--- src/rtl/fifo_wr_arbiter.sv ---
// fifo_wr_arbiter: round-robin, burst-locking write-port arbiter with write pointer and full generation
module fifo_wr_arbiter #(
    parameter int DATASIZE = 8,
    parameter int ADDRSIZE = 4,
    parameter int NREQ     = 4
) (
    input  logic                       wr_clk,
    input  logic                       wr_rst,
    input  logic [NREQ-1:0]            req_valid,
    input  logic [NREQ-1:0]            req_last,
    input  logic [NREQ*DATASIZE-1:0]   req_data,
    output logic [NREQ-1:0]            req_ready,
    input  logic [ADDRSIZE:0]          rd_ptr_gray_sync,
    output logic                       wr_en,
    output logic [ADDRSIZE-1:0]        wr_addr,
    output logic [DATASIZE-1:0]        wdata,
    output logic                       wr_full,
    output logic [ADDRSIZE:0]          wr_ptr_gray,
    output logic [$clog2(NREQ)-1:0]    grant_id,
    output logic                       locked
);
    localparam int GW = $clog2(NREQ);
    typedef enum logic {IDLE, LOCK} state_t;
    state_t            state_q, state_d;
    logic [GW-1:0]     owner_q, owner_d, rr_q, rr_d, grant_q, grant_d, cand, idx, g;
    logic [ADDRSIZE:0] wbin_q, wbin_d, gray_q, gray_d;
    logic              full_q, full_d, found, accept;
    always_comb begin
        found = 1'b0;
        cand  = '0;
        idx   = '0;
        for (int k = 0; k < NREQ; k++) begin
            idx = GW'((int'(rr_q) + k) % NREQ);
            if (!found && req_valid[idx]) begin
                found = 1'b1;
                cand  = idx;
            end
        end
    end
    assign g         = (state_q == LOCK) ? owner_q : cand;
    assign req_ready = (!wr_rst && !full_q && (state_q == LOCK || found)) ? NREQ'(1) << g : '0;
    assign accept    = req_valid[g] & req_ready[g];
    assign wr_en     = accept;
    assign wdata     = req_data[g*DATASIZE +: DATASIZE];
    assign wr_addr   = wbin_q[ADDRSIZE-1:0];
    assign wr_full   = full_q;
    assign wr_ptr_gray = gray_q;
    assign grant_id  = grant_q;
    assign locked    = (state_q == LOCK);
    // Full compares the post-accept pointer so a same-cycle read advance and write both count
    always_comb begin
        wbin_d  = wbin_q + (ADDRSIZE+1)'(accept);
        gray_d  = wbin_d ^ (wbin_d >> 1);
        full_d  = gray_d == {~rd_ptr_gray_sync[ADDRSIZE:ADDRSIZE-1], rd_ptr_gray_sync[ADDRSIZE-2:0]};
        state_d = accept ? (req_last[g] ? IDLE : LOCK) : state_q;
        owner_d = accept ? g : owner_q;
        grant_d = accept ? g : grant_q;
        rr_d    = (accept && req_last[g]) ? ((int'(g) == NREQ-1) ? '0 : g + 1'b1) : rr_q;
    end
    always_ff @(posedge wr_clk) begin
        if (wr_rst) begin
            state_q <= IDLE;
            owner_q <= '0;
            rr_q    <= '0;
            grant_q <= '0;
            wbin_q  <= '0;
            gray_q  <= '0;
            full_q  <= 1'b0;
        end else begin
            state_q <= state_d;
            owner_q <= owner_d;
            rr_q    <= rr_d;
            grant_q <= grant_d;
            wbin_q  <= wbin_d;
            gray_q  <= gray_d;
            full_q  <= full_d;
        end
    end
    for (genvar i = 0; i < NREQ; i++) begin : g_hold
        a_hold: assert property (@(posedge wr_clk) disable iff (wr_rst)
            req_valid[i] && !req_ready[i] |=> req_valid[i] && $stable(req_last[i])
                && $stable(req_data[i*DATASIZE +: DATASIZE]));
    end
endmodule

--- config.mk ---
export PLATFORM = sky130hd
export DESIGN_NAME = fifo_wr_arbiter
export DESIGN_NICKNAME = d
export VERILOG_FILES = /design/src/rtl/fifo_wr_arbiter.sv
export SDC_FILE = /design/constraint.sdc
export NUM_CORES = 1
export LEC_CHECK = 0
export ABC_AREA = 1
export BUFFER_PORTS_ARGS = -buffer_cell sky130_fd_sc_hd__buf_2
export CAP_MARGIN = 10
export CORE_AREA = 3 3 60 62
export DETAILED_ROUTE_END_ITERATION = 6
export DIE_AREA = 0 0 63 65
export PLACE_DENSITY = 0.76
export SLEW_MARGIN = 20
export SYNTH_ARGS = -nofsm -noshare
export SYNTH_HDL_FRONTEND = slang
export SYNTH_SLANG_ARGS = --single-unit
--- constraint.sdc ---
create_clock -name wr_clk -period 4.75 [get_ports wr_clk]
set_clock_uncertainty 0.2 [all_clocks]
set_input_delay 0.95 -clock wr_clk [delete_from_list [all_inputs] [get_ports wr_clk]]
set_output_delay 0.95 -clock wr_clk [all_outputs]
set_load 0.005 [all_outputs]
---- Word level (Yosys, flattened, before mapping) ----
Cells that the tools add are included.
storage, ports and cells
  flip-flop bits (word level) ............. 16
  output and inout bits ................... 26
operators by class
  multiplexer cells ....................... 26
  bitwise gates (word level) .............. 3
  $add $sub $neg .......................... 5
  reductions and logical operators ........ 12
  magnitude comparators ................... 5
  equality and inequality tests ........... 2
  shift operators ......................... 2
operator list
  kind                                                                          count
  32-bit by 6-bit indexed part select with 8-bit output                         1
  2-bit by 3-bit less-than comparator with 1-bit output, second input constant  5
  1-bit binary-select mux with 2-bit select                                     7
  1-bit two-way mux                                                             12
  2-bit two-way mux                                                             6
  1-bit logical AND                                                             6
  5-bit by 1-bit adder with 5-bit output                                        1
  5-bit equality test                                                           1
  1-bit logical NOT                                                             5
  5-bit by 4-bit XOR with 5-bit output                                          1
  2-bit by 1-bit adder with 2-bit output, second input constant                 2
  2-bit adder, second input constant                                            2
  4-bit two-way mux                                                             1
  1-bit by 2-bit << shifter with 4-bit output, first input constant             1
  2-bit by 1-bit equality test with 1-bit output, second input constant         1
  2-bit NOT                                                                     1
  1-bit AND                                                                     1
  1-bit logical OR                                                              1

---- Logic depth before layout (Yosys ltp) ----
  word-level depth ........................ 21
  gate-level depth with buffers ........... 26
  gate-level depth less buffers ........... 25

---- Worst setup path before layout ----
Ideal clock, no wire load.
  kind .................................... input port to flip-flop
  start ................................... in req_valid[3]
  end ..................................... reg full_q (netlist: wr_full)
  setup slack ............................. 0.796 ns
  library setup time ...................... 0.092 ns
  arrival time ............................ 3.662 ns
  stages .................................. 24
  data required time ...................... 4.458 ns
  path through ............................ inv_1 nand2_1 nand3_1 nand2_2 a21oi_1 nand2_1 nand3_4 nand2_4 buf_8 ha_1 inv_1 nand3_1 nand2_1 inv_2 nand2_2 inv_2 ha_1 ha_1 xnor2_1 xor2_1 nor2_1 a211oi_1 nand2_1 nor4_1
on the way
  cells in the longest elaborated chain, start to end .. 21
  elaborated cells on any way between the ends .. 35
RTL lines
  item                                       line  text
  start: declaration                         9     input logic [NREQ-1:0] req_valid,
  1-bit binary-select mux with 2-bit select  34    if (!found && req_valid[idx]) begin
  1-bit two-way mux (implied by the code)    34
  1-bit two-way mux                          34
  1-bit logical NOT                          34
  1-bit logical AND                          34
  1-bit two-way mux                          34
  1-bit logical NOT                          34
  1-bit logical AND                          34
  [6 not listed]                             n/a
  4-bit two-way mux                          41    assign req_ready = (!wr_rst && !full_q && (state_q == LOCK || found)) ? NREQ'(1) << g : '0;
  1-bit binary-select mux with 2-bit select  42    assign accept = req_valid[g] & req_ready[g];
  1-bit two-way mux (implied by the code)    42
  1-bit AND *                                42
  net wr_en                                  14    output logic wr_en,
  5-bit by 1-bit adder with 5-bit output *   52    wbin_d = wbin_q + (ADDRSIZE+1)'(accept);
  5-bit by 4-bit XOR with 5-bit output *     53    gray_d = wbin_d ^ (wbin_d >> 1);
  5-bit equality test *                      54    full_d = gray_d == {~rd_ptr_gray_sync[ADDRSIZE:ADDRSIZE-1], rd_ptr_gray_sync[ADDRSIZE-2:0]};
  end signal: assignment                     76    full_q <= full_d;
  end: declaration                           27    logic full_q, full_d, found, accept;
Mark *: on every way through the listed nets, which the timed path passes. The rest lies on a longest branch. The select of a mux whose other input is x is not followed.
A chain may end at the register's enable or synchronous reset.

---- Final worst setup path ----
  start ................................... in req_valid[3]
  end ..................................... reg full_q (netlist: wr_full)
on the way
  cells in the longest elaborated chain, start to end .. 21
  elaborated cells on any way between the ends .. 35
RTL lines
  item                                                                              line
  1-bit binary-select mux with 2-bit select                                         34
  1-bit two-way mux (implied by the code)                                           34
  1-bit two-way mux                                                                 34
  1-bit logical NOT                                                                 34
  1-bit logical AND                                                                 34
  1-bit two-way mux                                                                 34
  1-bit logical NOT                                                                 34
  1-bit logical AND                                                                 34
  [5 not listed]                                                                    n/a
  1-bit by 2-bit << shifter with 4-bit output or 1-bit logical AND (tied branches)  41
  4-bit two-way mux                                                                 41
  1-bit binary-select mux with 2-bit select                                         42
  1-bit two-way mux (implied by the code)                                           42
  1-bit AND *                                                                       42
  5-bit by 1-bit adder with 5-bit output *                                          52
  5-bit by 4-bit XOR with 5-bit output *                                            53
  5-bit equality test *                                                             54
Every way passes the cells marked *; elsewhere a longest branch is shown, timed or not. The select of a mux whose other input is x is not followed.

==> reports/results.tsv <==
metric	value	unit
Final nets	341	
syn_area_per_cell	6.23	um^2
wire length per cell	10.7	um
Cells after Synth	217	
status	finished, final reports clean	
largest net degree at the start of global routing	14	
HPWL Detailed	3.06	mm
CP delay by family, top	simple AND/OR/NAND/NOR gates	
RePlAce Congestion	0.924	
initial antenna violation count	0	
worst path cell trace	buf_2 > inv_1 > nand2_1 > nand3_1 > nand2_2 > a21oi_1 > nand2_1 > nand3_4 > nand2_4 > ha_1 > inv_1 > nand3_1 > nand2_1 > inv_2 > nand2_2 > inv_2 > ha_1 > ha_1 > xnor2_1 > xor2_1 > nor2_1 > a211oi_1 > nand2_1 > nor4_1	
mux cell area share after synthesis	0	%
# port buffers	72	
area share of xor/xnor cells in the synthesized design	6.48	%
hold crit path type	reg2reg	
Max-cap violations	0	
Core Region	3080	um^2
Ports	73	
setup violators final	0	
GRT Residual Overflow	0	
postcts setup bufs	0	
GRT Util Overall	17.7	%
first-pass GRT wire length	6.02	mm
# rows	20	
clk root buf	clkbuf_4	
layout cell share with drive strength beyond 1	35.5	%
Max stage delay cell, worst path	xnor2_1	
CTS sink count	15	
Die Height	65	um
Synth Area in Compound Gates	3.79	%
Post-Synth Adder-Cell Area	2.78	%
RSZ-0062 raised after global routing	no	
ANT nets after route	0	
most numerous cell in the Yosys netlist	nand2_1	
CTS tree	done	
hold buffer count at CTS	0	
Slew Limit Fails	0	
die width	63	um
Tot Pwr	1.09	mW
fin crit share	85.2	%
Worst Setup Start Kind	primary input	
maximum vdd drop	293	uV
Clock Pin Slew Worst Setup and Hold Paths	0.09	ns
Clk pwr share	6.5	%
DR pass1 iterations	4	
top cells by count, synth	nand2_1 (82), nor2_1 (24), inv_1 (17)	
register area share after synthesis	22.2	%
post-CTS sizing	0	
M1 GR Usage	22.1	%
Switch Pwr	583	uW
Distinct cells, synth	30	
Worst Setup Path Type	in2reg	
P&R area growth vs syn	30.5	%
fillers	343	
TNS Setup	0	ns
post-route cell area	1770	um^2
Setup crit end kind	flop	
Slew headroom	70.5	%
placed cell area	1740	um^2
met2 Use GR	31.6	%
number of global-route vias before repair	1440	
sw frac	53.6	%
P_int	505	uW
Worst Hold Depth	2	
FF+latch count, synth	15	
Synth Area in Simple Gates	56.7	%
ranking of synthesized cells by area	nand2_1 (23%), dfxtp_1 (22%), nor2_1 (6.7%)	
leakage	0.999	nW
FF-to-FF Start	rr_q[0]	
Critical Path Most Common Cell	nand2_1	
post-route non-filler standard cell count	334	
PD cells	616	nW/um^2
# DRC	0	
GR Layer Usage met3	3.29	%
Worst R2R Path Depth	24	
die area	4100	um^2
combinational power share	77.5	%
worst path required time	4.74	ns
Syn. warnings	0	
largest area contributor in the netlist	nand2_1	
Starting Density	43.9	%
Async SR Flop Fraction	0	%
Netlist Area Pre-Place	1350	um^2
# diodes	0	
DR vias	1529	
Synth Net Count	267	
mean number of vias per cell	4.58	
TritonCTS buffer count	3	
largest family of logic cells by synthesized area	simple AND/OR/NAND/NOR gates	
hold_sp	grant_id[0]	
ys flop type	dfxtp_1	
R2R Path End	wr_full	
Buf+Inv Stages, Crit Path	5	
Fmax	0.247	GHz
number of flops mapped to enable cells by yosys	0	
final worst path period need	4.05	ns
Synth top area share	22.8	%
iteration-0 DRC count of the detailed router	39	
crit path max fanout	13	
Total Wirelength	3.57	mm
Critical Path Max Stage Delay	0.29	ns
CTS H-tree depth	1	
Least-Margin Pin Slew	0.442	ns
Clk Latency, worst-skew pair	0.28	ns
CP Data Arrival Time	4.04	ns
placed cells	330	
GR peak layer	met2	
final hold violation count	0	
Hold Path End	grant_id[0]	
register share of total power	16.0	%
CTS max path bufs	2	
flop2flop setup slack	0.80	ns
==> worst register-to-register path, delay by kind of cell, from the launching register on <==
family | cells | cell delay (ns)
compound gates | 2 | 0.29
fa+ha+maj | 3 | 0.64
simple gates | 13 | 1.24
buf+inv | 4 | 0.34
flops | 1 | 0.60
xor+xnor | 2 | 0.55
==> cell families (layout without fill, tap and decap cells) <==
family	count (synthesis)	in the layout
AOI/OAI and AO/OA	7	7
and+or+nand+nor	158	158
xor gates and xnor gates	10	10
DFF	15	15
adders and majority gates	3	3
buffers and inverters	24	97
==> flip-flops by register name, summed over array words and instances (netlist names) <==
register     cells
grant_id         2
locked           1
wr_full          1
rr_q             2
wr_ptr_gray      4
wbin_q           5
==> metrics by stage <==
stage	hold WS [ns]	util, %	setup slack [ns]
after floorplan	0.297	-	0.796
final	0.316	57.4	0.703
after detailed placement	0.305	56.5	0.404
after global placement	0.316	56.5	0.511
after global routing	0.364	57.4	0.230
after CTS	0.319	57.4	0.681
==> power groups by stage <==
stage | clock [mW] | combinational (mW) | sequential [mW]
4_1_cts | 0.0742 | 0.855 | 0.174
3_3_place_gp | 0 | 0.845 | 0.178
3_5_place_dp | 0 | 0.851 | 0.177
6_report | 0.0705 | 0.843 | 0.175
5_1_grt | 0.0768 | 0.976 | 0.178
2_1_floorplan | 0 | 0.638 | 0.171
==> worst max path at each step <==
stage	start	endpoint	slack, ns	cells past startpoint
2_1_floorplan	req_valid[3]	wr_full	0.80	24
3_3_place_gp	req_valid[3]	wr_full	0.51	24
3_5_place_dp	req_valid[3]	wr_full	0.40	24
4_1_cts	req_valid[3]	wr_full	0.68	24
5_1_grt	req_valid[3]	wr_full	0.23	24
6_report	req_valid[3]	wr_full	0.70	24
==> layout make-up <==
cell class / instances / area (um^2) / area share (%)
Inverter: 21 / 78.8 / 4.46
Clock buffer: 3 / 22.5 / 1.28
Sequential cell: 15 / 300 / 17.0
Tap cell: 44 / 55.1 / 3.12
Clock inverter: 1 / 5.00 / 0.283
Multi-Input combinational cell: 178 / 943 / 53.4
Timing Repair Buffer: 72 / 360 / 20.4
==> placed cells by master (no fill, tap or decap), types with 5 or more instances in the layout <==
cell type / synthesis / routed
nand2_1: 82 / 82
dfxtp_1: 15 / 15
xnor2_1: 5 / 5
nor2_1: 24 / 24
nand4_1: 12 / 12
xor2_1: 5 / 5
nand2_2: 9 / 9
inv_1: 17 / 17
buf_2: 0 / 72
nand3_1: 10 / 10
==> per-layer routing <==
layer	part of all wire [%]	up-vias
met2	52	32
met3	5.1	2
li1	-	831
met4	0.11	0
met5	0	-
met1	43	664
No activity file was read; power rests on OpenSTA's default activity.
